--- config.mk ---
export PLATFORM = sky130hd
export DESIGN_NAME = sensor_conditioner
export DESIGN_NICKNAME = d
export VERILOG_FILES = /design/src/rtl/sensor_conditioner.sv
export SDC_FILE = /design/constraint.sdc
export NUM_CORES = 1
export LEC_CHECK = 0
export CORE_UTILIZATION = 50
export DETAILED_ROUTE_END_ITERATION = 8
export PLACE_DENSITY = 0.65
export SETUP_SLACK_MARGIN = 0.2
export SLEW_MARGIN = 0
export SYNTH_ARGS = -nofsm -noshare
export SYNTH_HDL_FRONTEND = slang
export SYNTH_SLANG_ARGS = --single-unit
--- constraint.sdc ---
create_clock -name clk -period 3.49 [get_ports clk]
set_input_delay 0.5235 -clock clk [delete_from_list [all_inputs] [get_ports clk]]
set_output_delay 0.5235 -clock clk [all_outputs]
set_load 0.01 [all_outputs]
--- src/rtl/sensor_conditioner.sv ---
// ============================================================================
//  Module   : sensor_conditioner
//  Purpose  : Synchronize, debounce and edge-detect raw track sensors; encode
//             the rising sensor ID and flag multi-hit / stuck-active faults.
//  Revision : 1.0  initial release
// ============================================================================
`default_nettype none

module sensor_conditioner #(
    parameter int N_SENS      = 6,
    parameter int DEBOUNCE    = 16,
    parameter int CNT_W       = 5,
    parameter int STUCK_LIMIT = 1024,
    parameter int STUCK_W     = 11
) (
    input  logic              clk,
    input  logic              rst_n,
    input  logic [N_SENS-1:0] sens_raw,
    input  logic              en,
    input  logic              clr_fault,
    output logic [N_SENS-1:0] sens_level,
    output logic [N_SENS-1:0] sens_rise,
    output logic              sens_valid,
    output logic [2:0]        sens_id,
    output logic              multi_hit,
    output logic [N_SENS-1:0] stuck
);

    localparam logic [CNT_W-1:0]   c_DEB_MAX   = CNT_W'(DEBOUNCE - 1);
    localparam logic [STUCK_W-1:0] c_STUCK_MAX = STUCK_W'(STUCK_LIMIT);
    localparam logic [STUCK_W-1:0] c_STUCK_PRE = STUCK_W'(STUCK_LIMIT - 1);

    logic [N_SENS-1:0] r_meta;
    logic [N_SENS-1:0] r_sync;
    logic [N_SENS-1:0] w_level;
    logic [N_SENS-1:0] w_stuck;
    logic [N_SENS-1:0] w_rise_next;
    logic [2:0]        w_id_next;
    logic [N_SENS-1:0] r_rise;
    logic              r_valid;
    logic [2:0]        r_id;
    logic              r_multi;

    always_ff @(posedge clk or negedge rst_n) begin
        if (!rst_n) begin
            r_meta <= '0;
            r_sync <= '0;
        end else begin
            r_meta <= sens_raw;
            r_sync <= r_meta;
        end
    end

    for (genvar i = 0; i < N_SENS; i++) begin : g_chan
        logic [CNT_W-1:0]   r_deb_cnt;
        logic [STUCK_W-1:0] r_stuck_cnt;
        logic               r_lvl;
        logic               r_flag;
        logic               w_mismatch;
        logic               w_accept;
        logic               w_stuck_hit;
        logic               w_stuck_held;

        assign w_mismatch     = r_sync[i] ^ r_lvl;
        assign w_accept       = en & w_mismatch & (r_deb_cnt == c_DEB_MAX);
        assign w_rise_next[i] = w_accept & r_sync[i];

        always_ff @(posedge clk or negedge rst_n) begin
            if (!rst_n) begin
                r_deb_cnt <= '0;
                r_lvl     <= 1'b0;
            end else if (en) begin
                if (!w_mismatch) begin
                    r_deb_cnt <= '0;
                end else if (r_deb_cnt == c_DEB_MAX) begin
                    r_lvl     <= r_sync[i];
                    r_deb_cnt <= '0;
                end else begin
                    r_deb_cnt <= r_deb_cnt + CNT_W'(1);
                end
            end
        end

        // Hitting the limit is the real set event and beats clr_fault; an
        // already-saturated counter only re-flags on the cycle after a clear.
        assign w_stuck_hit  = en & r_lvl & (r_stuck_cnt == c_STUCK_PRE);
        assign w_stuck_held = en & r_lvl & (r_stuck_cnt == c_STUCK_MAX);

        always_ff @(posedge clk or negedge rst_n) begin
            if (!rst_n) begin
                r_stuck_cnt <= '0;
                r_flag      <= 1'b0;
            end else begin
                if (!r_lvl) begin
                    r_stuck_cnt <= '0;
                end else if (en && (r_stuck_cnt != c_STUCK_MAX)) begin
                    r_stuck_cnt <= r_stuck_cnt + STUCK_W'(1);
                end
                r_flag <= w_stuck_hit | (w_stuck_held & ~clr_fault) | (r_flag & ~clr_fault);
            end
        end

        assign w_level[i] = r_lvl;
        assign w_stuck[i] = r_flag;
    end : g_chan

    always_comb begin
        w_id_next = 3'd0;
        for (int i = N_SENS - 1; i >= 0; i--) begin
            if (w_rise_next[i]) begin
                w_id_next = 3'(i + 1);
            end
        end
    end

    always_ff @(posedge clk or negedge rst_n) begin
        if (!rst_n) begin
            r_rise  <= '0;
            r_valid <= 1'b0;
            r_id    <= 3'd0;
            r_multi <= 1'b0;
        end else begin
            r_rise  <= w_rise_next;
            r_valid <= |w_rise_next;
            r_id    <= w_id_next;
            // x & (x-1) is non-zero exactly when two or more bits are set
            r_multi <= (|(r_rise & (r_rise - N_SENS'(1)))) | (r_multi & ~clr_fault);
        end
    end

    assign sens_level = w_level;
    assign sens_rise  = r_rise;
    assign sens_valid = r_valid;
    assign sens_id    = r_id;
    assign multi_hit  = r_multi;
    assign stuck      = w_stuck;

endmodule

`default_nettype wire
==> results of run 1 <==
[worst reg2reg max path, cell delays in order, from the launching register on]
cell     delay (ns)
dfrtp_1        0.49
inv_1          0.35
and4_1         0.37
nor3_1         0.09
o31a_1         0.25
[worst max path at each step]
| stage | to | slack [ns] |
|---|---|---|
| global route | sens_level[1] | 1.08 |
| finish | sens_level[1] | 1.20 |
| global placement | g_chan[5].r_stuck_cnt[8] | 1.54 |
| detailed placement | g_chan[5].r_stuck_cnt[8] | 1.47 |
| CTS | sens_level[1] | 1.13 |
| floorplan | sens_valid | 2.06 |
[flip-flops by register name, indices dropped and copies added (netlist names)]
register            flops
g_chan.r_deb_cnt       30
g_chan.r_flag           6
g_chan.r_lvl            6
g_chan.r_stuck_cnt     66
multi_hit               1
r_meta                  6
r_sync                  6
sens_id                 3
sens_rise               6
sens_valid              1
[layout make-up]
class / count / area share
clock inverter: 10 / 0.0267
multi-input combinational: 427 / 0.387
clock buffer: 22 / 0.0611
inverter: 33 / 0.0163
timing repair buffer: 38 / 0.0487
tap: 172 / 0.0283
sequential: 131 / 0.431
[metal layers]
| metal | GRT usage | up-vias |
|---|---|---|
| li1 | - | 2222 |
| met4 | 0.0692 | 0 |
| met5 | 0 | - |
| met2 | 0.331 | 60 |
| met1 | 0.276 | 2264 |
| met3 | 0.0503 | 11 |
[power breakdown]
part / internal, mW / switching [mW]
Sequential: 1.60 / 0.0851
Clock: 1.37 / 0.635
Combinational: 0.115 / 0.143
[cell families after synthesis]
family	Yosys count	synth area share
DFF	131	0.501
muxes	24	0.0377
xor gates and xnor gates	53	0.0710
AOI/OAI and AO/OA	70	0.0731
buffers and inverters	67	0.0484
and+or+nand+nor	260	0.231
adders and majority gates	20	0.0375
[synthesized netlist by cell type, types with 7 or more instances]
cell type / number / area (um2)
a21oi_1: 16 / 80.1
nand3b_1: 8 / 60.1
and4b_1: 7 / 70.1
nand2_1: 58 / 218
nor3_1: 18 / 90.1
and2_1: 39 / 244
clkbuf_1: 8 / 30.0
nor2b_1: 8 / 50.1
buf_4: 13 / 97.6
nor2_1: 16 / 60.1
o21ai_0: 20 / 100
ha_1: 18 / 225
mux2i_1: 19 / 190
nor4_1: 10 / 62.6
xnor2_1: 23 / 201
nand4_1: 20 / 125
nand3_1: 31 / 155
inv_1: 33 / 124
xor2_1: 30 / 263
and4_1: 9 / 78.8
dfrtp_1: 131 / 3280
buf_2: 12 / 60.1
[through the flow]
step | utilization | area, um2 | cells | hold WS [ns] | setup WS (ns)
after floorplan | - | 6540 | 625 | 0.228 | 2.06
after global placement | 0.547 | 6930 | 801 | 0.333 | 1.54
after detailed placement | 0.547 | 6930 | 801 | 0.335 | 1.47
after CTS | 0.600 | 7600 | 833 | 0.204 | 1.13
after global routing | 0.600 | 7600 | 833 | 0.240 | 1.08
final | 0.600 | 7600 | 833 | 0.164 | 1.20
==> results.py, run 1 <==
metrics = {
    "drt": {
        "firstDrtPassIters": 4,
        "wl_met3_um": 372,
        "vias_per_cell": 5.47,
        "postRouteAntennaNets": 0,
        "met2_length_mm": 6.00,
        "wl_per_cell_um": 15.1,
        "num_vias": 4557,
        "finalWirelength_mm": 12.5,
        "top_layer": "met4",
        "drtIter0Drc": 250,
        "drcViolationCount": 0,
        "met1_length_mm": 6.05,
    },
    "clock_network": {
        "clock_sinks": 131,
        "clockBufferDepth": 2,
        "clk_pin_slew_worst_paths_ns": 0.06,
        "tritoncts": "yes",
        "clock-root-buffer": "clkbuf_16",
        "post_cts_buffers": 0,
        "htree_levels": 4,
        "hold_buffers": 0,
        "cts_resized": 0,
        "clk_latency_ns": 0.41,
        "numCtsBuffers": 17,
    },
    "global_routing": {
        "grt_max_degree": 59,
        "overflow": 0,
        "first_global_vias": 4468,
        "grt_use_total": 0.207,
        "antenna_found_initial": 0,
        "grt_pass1_wl_mm": 21.5,
    },
    "finish": {
        "syn2layout_area_growth_pct": 16.2,
        "layout_commonest_cell": "dfrtp_1",
        "most-common-layout-cells": "dfrtp_1, nand2_1, and2_1",
        "seqCellArea_mm2": 0.00328,
        "multi_input_area_mm2": 0.00294,
        "antenna_cells": 0,
        "nets": 676,
        "n_fill_cell": 1097,
        "drive_gt1_frac": 0.0862,
    },
    "worst_setup_path": {
        "cpMaxStageDelayCell": "dfrtp_1",
        "cp.depth": 1,
        "cp.buffers_inverters": 1,
        "worst_ep_required_time_ns": 2.97,
        "r2r_end": "sens_id[1]",
        "crit_path_start": "g_chan[1].r_lvl",
        "path_class": "register to primary output",
        "r2r_slack_ns": 1.82,
        "cp-start-kind": "register",
        "cp_cell_sequence": "clkdlybuf4s50_1",
        "slowest_delay_ns": 0.70,
        "reg2reg_from": "g_chan[4].r_lvl",
        "cp-end-kind": "primary output",
        "critical_path.top_delay_family": "flip-flops",
        "crit_arrival_ns": 1.77,
        "r2r_cells": 4,
        "worstPathMaxFanout": 19,
    },
    "floorplan": {
        "die_h_um": 116,
        "start_util": 0.516,
        "floorplan.die.width_um": 116,
        "fp.dieArea_mm2": 0.0135,
        "num_rows": 41,
        "core_mm2": 0.0127,
        "io_pins": 33,
    },
    "timing": {
        "drv_slew": 0,
        "setup_violations": 0,
        "timing.slew.headroom": 0.505,
        "hold_violations": 0,
        "max_clock_freq_ghz": 0.436,
        "fin_crit_sh": 0.657,
        "rsz0062_at_grt": "false",
        "setup_tns_ns": 0,
        "fin_skew_ns": 0.00572,
        "fin_crit_ns": 2.29,
        "tightest_slew_ns": 0.743,
    },
    "pwr": {
        "p_leak_nw": 3.47,
        "peakVddDrop_mv": 0.409,
        "cellPowerDensity_mw_per_mm2": 520,
        "total_power_mw": 3.95,
    },
    "yosys": {
        "syn_inst": 625,
        "synth_edf_count": 0,
        "yosys.cell_types.count": 49,
        "avgSynthCellArea_um2": 10.5,
        "netlist_area_mm2": 0.00654,
        "async_reset_ff_frac": 1.00,
        "synth_fp_nets": 653,
        "synth_seq_cells": 131,
        "synth_ff_type": "dfrtp_1",
        "synth_seq_area_share": 0.501,
        "ys_warn_count": 0,
    },
    "place": {
        "port-buffer-count": 32,
        "hpwl_mm": 8.32,
        "gp_congestion": 0.763,
    },
    "flow_run": {
        "cap_violations": 0,
    },
    "run_status": {
        "run_status": "finished clean",
    },
    "min_path": {
        "min_path_type": "primary input to async pin",
    },
}
(Power assumes the default switching activity.)
==> run 2: changes to the inputs <==
PLACE_DENSITY = 0.68   (was 0.65)
clock period = 2 ns   (was 3.49 ns; I/O delays follow)
==> results.py, run 2 (synthesis results as in run 1) <==
metrics = {
    "run_status": {
        "run_status": "finished clean",
    },
    "floorplan": {
        "num_rows": 41,
        "die_h_um": 116,
        "fp.dieArea_mm2": 0.0135,
        "floorplan.die.width_um": 116,
        "io_pins": 33,
        "start_util": 0.516,
        "core_mm2": 0.0127,
    },
    "global_routing": {
        "grt_pass1_wl_mm": 21.6,
        "grt_max_degree": 53,
        "antenna_found_initial": 0,
        "first_global_vias": 4530,
        "overflow": 0,
        "grt_use_total": 0.209,
    },
    "place": {
        "gp_congestion": 0.796,
        "port-buffer-count": 32,
        "dp.cells": 809,
        "hpwl_mm": 8.37,
    },
    "drt": {
        "wl_per_cell_um": 14.8,
        "firstDrtPassIters": 4,
        "finalWirelength_mm": 12.5,
        "postRouteAntennaNets": 0,
        "vias_per_cell": 5.49,
        "drtIter0Drc": 220,
        "num_vias": 4632,
        "drcViolationCount": 0,
    },
    "finish": {
        "n_fill_cell": 1033,
        "layout_commonest_cell": "dfrtp_1",
        "nets": 688,
        "syn2layout_area_growth_pct": 16.9,
        "stdcell_count": 844,
        "most-common-layout-cells": "dfrtp_1, nand2_1, and2_1",
        "multi_input_area_mm2": 0.00294,
        "largest_register_ff_count": 66,
        "seqCellArea_mm2": 0.00328,
        "drive_gt1_frac": 0.107,
        "largestRegisters": "g_chan.r_stuck_cnt x66, g_chan.r_deb_cnt x30",
        "antenna_cells": 0,
        "largest-register": "g_chan.r_stuck_cnt",
    },
    "timing": {
        "max_clock_freq_ghz": 0.570,
        "rsz0062_at_grt": "false",
        "fin_skew_ns": 0.00642,
        "fin_crit_ns": 1.76,
        "timing.slew.headroom": 0.524,
        "tightest_slew_ns": 0.714,
        "setup_tns_ns": 0,
        "drv_slew": 0,
        "fin_crit_sh": 0.878,
        "setup_violations": 0,
        "hold_violations": 0,
    },
    "worst_setup_path": {
        "path_class": "register to primary output",
        "reg2reg_from": "g_chan[0].r_stuck_cnt[0]",
        "slowest_delay_ns": 0.58,
        "r2r_slack_ns": 0.37,
        "cp-start-kind": "register",
        "cp.buffers_inverters": 1,
        "critical_path.top_delay_family": "buffers and inverters",
        "cpMaxStageDelayCell": "clkdlybuf4s50_1",
        "worst_ep_required_time_ns": 1.70,
        "crit_path_start": "g_chan[2].r_lvl",
        "cp_cell_sequence": "clkdlybuf4s50_1",
        "cp-end-kind": "primary output",
        "worstPathMaxFanout": 6,
        "crit_arrival_ns": 1.46,
    },
    "clock_network": {
        "clk_pin_slew_worst_paths_ns": 0.05,
        "clockBufferDepth": 2,
        "clock_sinks": 131,
        "tritoncts": "yes",
        "htree_levels": 4,
        "clock-root-buffer": "clkbuf_16",
        "clk_latency_ns": 0.42,
        "numCtsBuffers": 17,
    },
    "min_path": {
        "min_path_type": "primary input to register",
        "min_from": "sens_raw[2]",
    },
    "pwr": {
        "total_power_mw": 6.43,
        "peakVddDrop_mv": 0.596,
        "cellPowerDensity_mw_per_mm2": 841,
        "p_leak_nw": 3.51,
    },
    "flow_run": {
        "cap_violations": 0,
    },
}
-- run 2: changes by cell type in the layout (fill, tap and decap cells not counted), moves of 2 or more --
cell	delta
buf_12	+2
dfrtp_1	-5
bufinv_16	-5
dfrtp_2	+5
clkbuf_8	+6
buf_4	+9
-- run 2: metal layers --
metal	up-vias	wire [um]	track usage
met5	-	0	0
met4	0	220	0.0889
met3	19	679	0.0550
met2	105	5870	0.330
met1	2260	5710	0.272
li1	2248	-	-
-- run 2: per-stage QoR --
stage	hold WS, ns	instance area (um2)	setup WS [ns]	util
finish	0.313	7640	0.245	0.603
global route	0.316	7640	0.213	0.603
CTS	0.294	7620	0.199	0.601
detailed placement	0.304	7020	0.405	0.554
global placement	0.297	7020	0.430	0.554
floorplan	0.00441	6540	0.567	-
-- run 2: timing repair --
item / CTS / global route
resized for setup: 4 / 1
setup buffers: 0 / 3
hold endpoints to repair: 32 / 0
hold buffers: 1 / 0
endpoints found under the setup margin: 4 / 3
-- run 2: worst paths after layout --
path | endpoint | depth (start not counted)
worst max-delay path | sens_level[2] | 1
worst min-delay path | r_meta[2] | 1
worst max register to register | g_chan[0].r_stuck_cnt[1] | 6
worst min register to register | r_sync[1] | 0
max in group asynchronous | g_chan[0].r_stuck_cnt[1] | 3
min in group asynchronous | g_chan[3].r_stuck_cnt[7] | 2
-- run 2: area by class of cell --
cell class              instances  area share
flip-flops and latches        131       0.430
well taps                     172      0.0282
inverters                      33      0.0162
repair buffers                 50      0.0639
clock inverters                 3     0.00524
clock buffers                  28      0.0716
multi-input cells             427       0.385
-- run 2: power by group --
group          switching [mW]  total, mW  internal (mW)
Sequential              0.146       2.93           2.79
Clock                    1.07       3.03           1.96
Combinational           0.253      0.463          0.210
Total                    1.47       6.43           4.96
==> run 3: changes to the inputs <==
CTS_CLUSTER_DIAMETER = 30   (was default)
PLACE_DENSITY = 0.65   (was 0.68)
clock period = 1.9 ns   (was 2 ns; I/O delays follow)
==> results.py, run 3 (synthesis results as in run 1) <==
metrics = {
    "finish": {
        "n_fill_cell": 1081,
        "largest_register_ff_count": 66,
        "nets": 690,
        "stdcell_count": 847,
        "drive_gt1_frac": 0.116,
        "largestRegisters": "g_chan.r_stuck_cnt x66, g_chan.r_deb_cnt x30",
        "utilization": 0.610,
        "layout_commonest_cell": "dfrtp_1",
        "most-common-layout-cells": "dfrtp_1, nand2_1, and2_1",
        "syn2layout_area_growth_pct": 18.3,
        "antenna_cells": 0,
        "largest-register": "g_chan.r_stuck_cnt",
    },
    "drt": {
        "num_vias": 4562,
        "met2_length_mm": 6.04,
        "wl_met3_um": 394,
        "drtIter0Drc": 282,
        "finalWirelength_mm": 12.5,
        "vias_per_cell": 5.39,
        "wl_per_cell_um": 14.8,
        "met1_length_mm": 5.97,
        "top_layer": "met4",
        "postRouteAntennaNets": 0,
        "firstDrtPassIters": 5,
        "drcViolationCount": 0,
    },
    "timing": {
        "fin_crit_ns": 1.64,
        "setup_violations": 0,
        "rsz0062_at_grt": "false",
        "drv_slew": 0,
        "fin_crit_sh": 0.865,
        "fin_ws_ns": 0.256,
        "fin_skew_ns": 0.00903,
        "tightest_slew_ns": 0.815,
        "max_clock_freq_ghz": 0.608,
        "hold_violations": 0,
        "setup_tns_ns": 0,
        "timing.slew.headroom": 0.456,
    },
    "worst_setup_path": {
        "cp.depth": 1,
        "worst_ep_required_time_ns": 1.62,
        "reg2reg_from": "g_chan[5].r_stuck_cnt[7]",
        "cp-start-kind": "register",
        "worstPathMaxFanout": 4,
        "crit_path_start": "g_chan[1].r_lvl",
        "critical_path.top_delay_family": "buffers and inverters",
        "crit_arrival_ns": 1.36,
        "slowest_delay_ns": 0.55,
        "cp-end-kind": "primary output",
        "path_class": "register to primary output",
        "cp.buffers_inverters": 1,
        "cpMaxStageDelayCell": "clkdlybuf4s50_1",
        "cp_cell_sequence": "clkdlybuf4s50_1",
        "r2r_cells": 4,
    },
    "global_routing": {
        "first_global_vias": 4523,
        "grt_pass1_wl_mm": 21.5,
        "grt_max_degree": 67,
        "antenna_found_initial": 0,
        "grt_use_total": 0.209,
        "overflow": 0,
    },
    "floorplan": {
        "core_mm2": 0.0127,
        "start_util": 0.516,
        "num_rows": 41,
        "fp.dieArea_mm2": 0.0135,
        "io_pins": 33,
        "die_h_um": 116,
        "floorplan.die.width_um": 116,
    },
    "pwr": {
        "p_leak_nw": 3.58,
        "cellPowerDensity_mw_per_mm2": 919,
        "peakVddDrop_mv": 0.754,
    },
    "clock_network": {
        "clk_pin_slew_worst_paths_ns": 0.06,
        "clock-root-buffer": "clkbuf_16",
        "tritoncts": "yes",
        "clockBufferDepth": 2,
        "htree_levels": 4,
        "clock_sinks": 131,
        "clk_latency_ns": 0.42,
        "numCtsBuffers": 17,
    },
    "flow_run": {
        "cap_violations": 0,
    },
    "run_status": {
        "run_status": "finished clean",
    },
    "place": {
        "gp_congestion": 0.798,
        "port-buffer-count": 32,
        "dp.cells": 809,
        "hpwl_mm": 8.38,
        "post-place-ws_ns": 0.228,
    },
    "min_path": {
        "min_path_type": "primary input to async pin",
    },
}
==> run 3: cell count changes in the layout (fill, tap and decap cells not counted), sizes merged <==
cell,delta
buf,+2
bufinv,+4
clkinv,+3
dlymetal6s2s,+2
clkdlybuf4s50,-2
clkbuf,-6
==> run 3: timing repair <==
action,CTS,global route
hold buffers,1,0
gates resized for setup,4,7
buffers inserted,3,2
endpoints found under the setup margin,4,8
pin swaps,0,1
endpoints found under the hold margin,12,0
==> run 3: power breakdown <==
group / total, mW / internal [mW] / switching [mW]
clock network: 3.54 / 2.39 / 1.15
logic: 0.478 / 0.215 / 0.263
registers: 3.08 / 2.93 / 0.152
==> run 3: final cells by class <==
class                   instances  area, um2  share of cell area
inverters                      33        124              0.0160
clock buffers                  22        464              0.0600
well taps                     172        215              0.0278
flip-flops and latches        131       3280               0.425
repair buffers                 52        495              0.0641
clock inverters                10        179              0.0231
multi-input cells             427       2970               0.384
==> run 3: final timing paths <==
check | end | slack (ns)
worst max register to register | g_chan[5].r_stuck_cnt[2] | 0.26
max in group asynchronous | g_chan[5].r_lvl | 0.97
min in group clk | r_meta[5] | 0.31
worst min-delay path | g_chan[3].r_stuck_cnt[7] | 0.27
worst min register to register | r_sync[3] | 0.35
worst max-delay path | sens_level[1] | 0.26
==> run 3: metal layers <==
layer,vias to the layer above,GRT usage
met5,-,0
met2,58,0.335
met1,2241,0.272
met3,8,0.0612
li1,2255,-
met4,0,0.0692
==> run 3: stage by stage <==
| stage | total power [mW] | hold WS [ns] | instance area [um2] |
|---|---|---|---|
| 2_1_floorplan | 3.42 | -0.0106 | 6540 |
| 3_3_place_gp | 3.59 | 0.166 | 7000 |
| 3_5_place_dp | 3.61 | 0.169 | 7000 |
| 4_1_cts | 7.18 | 0.262 | 7680 |
| 5_1_grt | 7.41 | 0.287 | 7730 |
| 6_report | 7.11 | 0.274 | 7730 |
==> run 3: worst register-to-register path: stages (launching register included) <==
cell	delay, ns
dfrtp_1	0.42
nor4_1	0.51
a41oi_2	0.24
nand2_1	0.14
mux2i_1	0.23
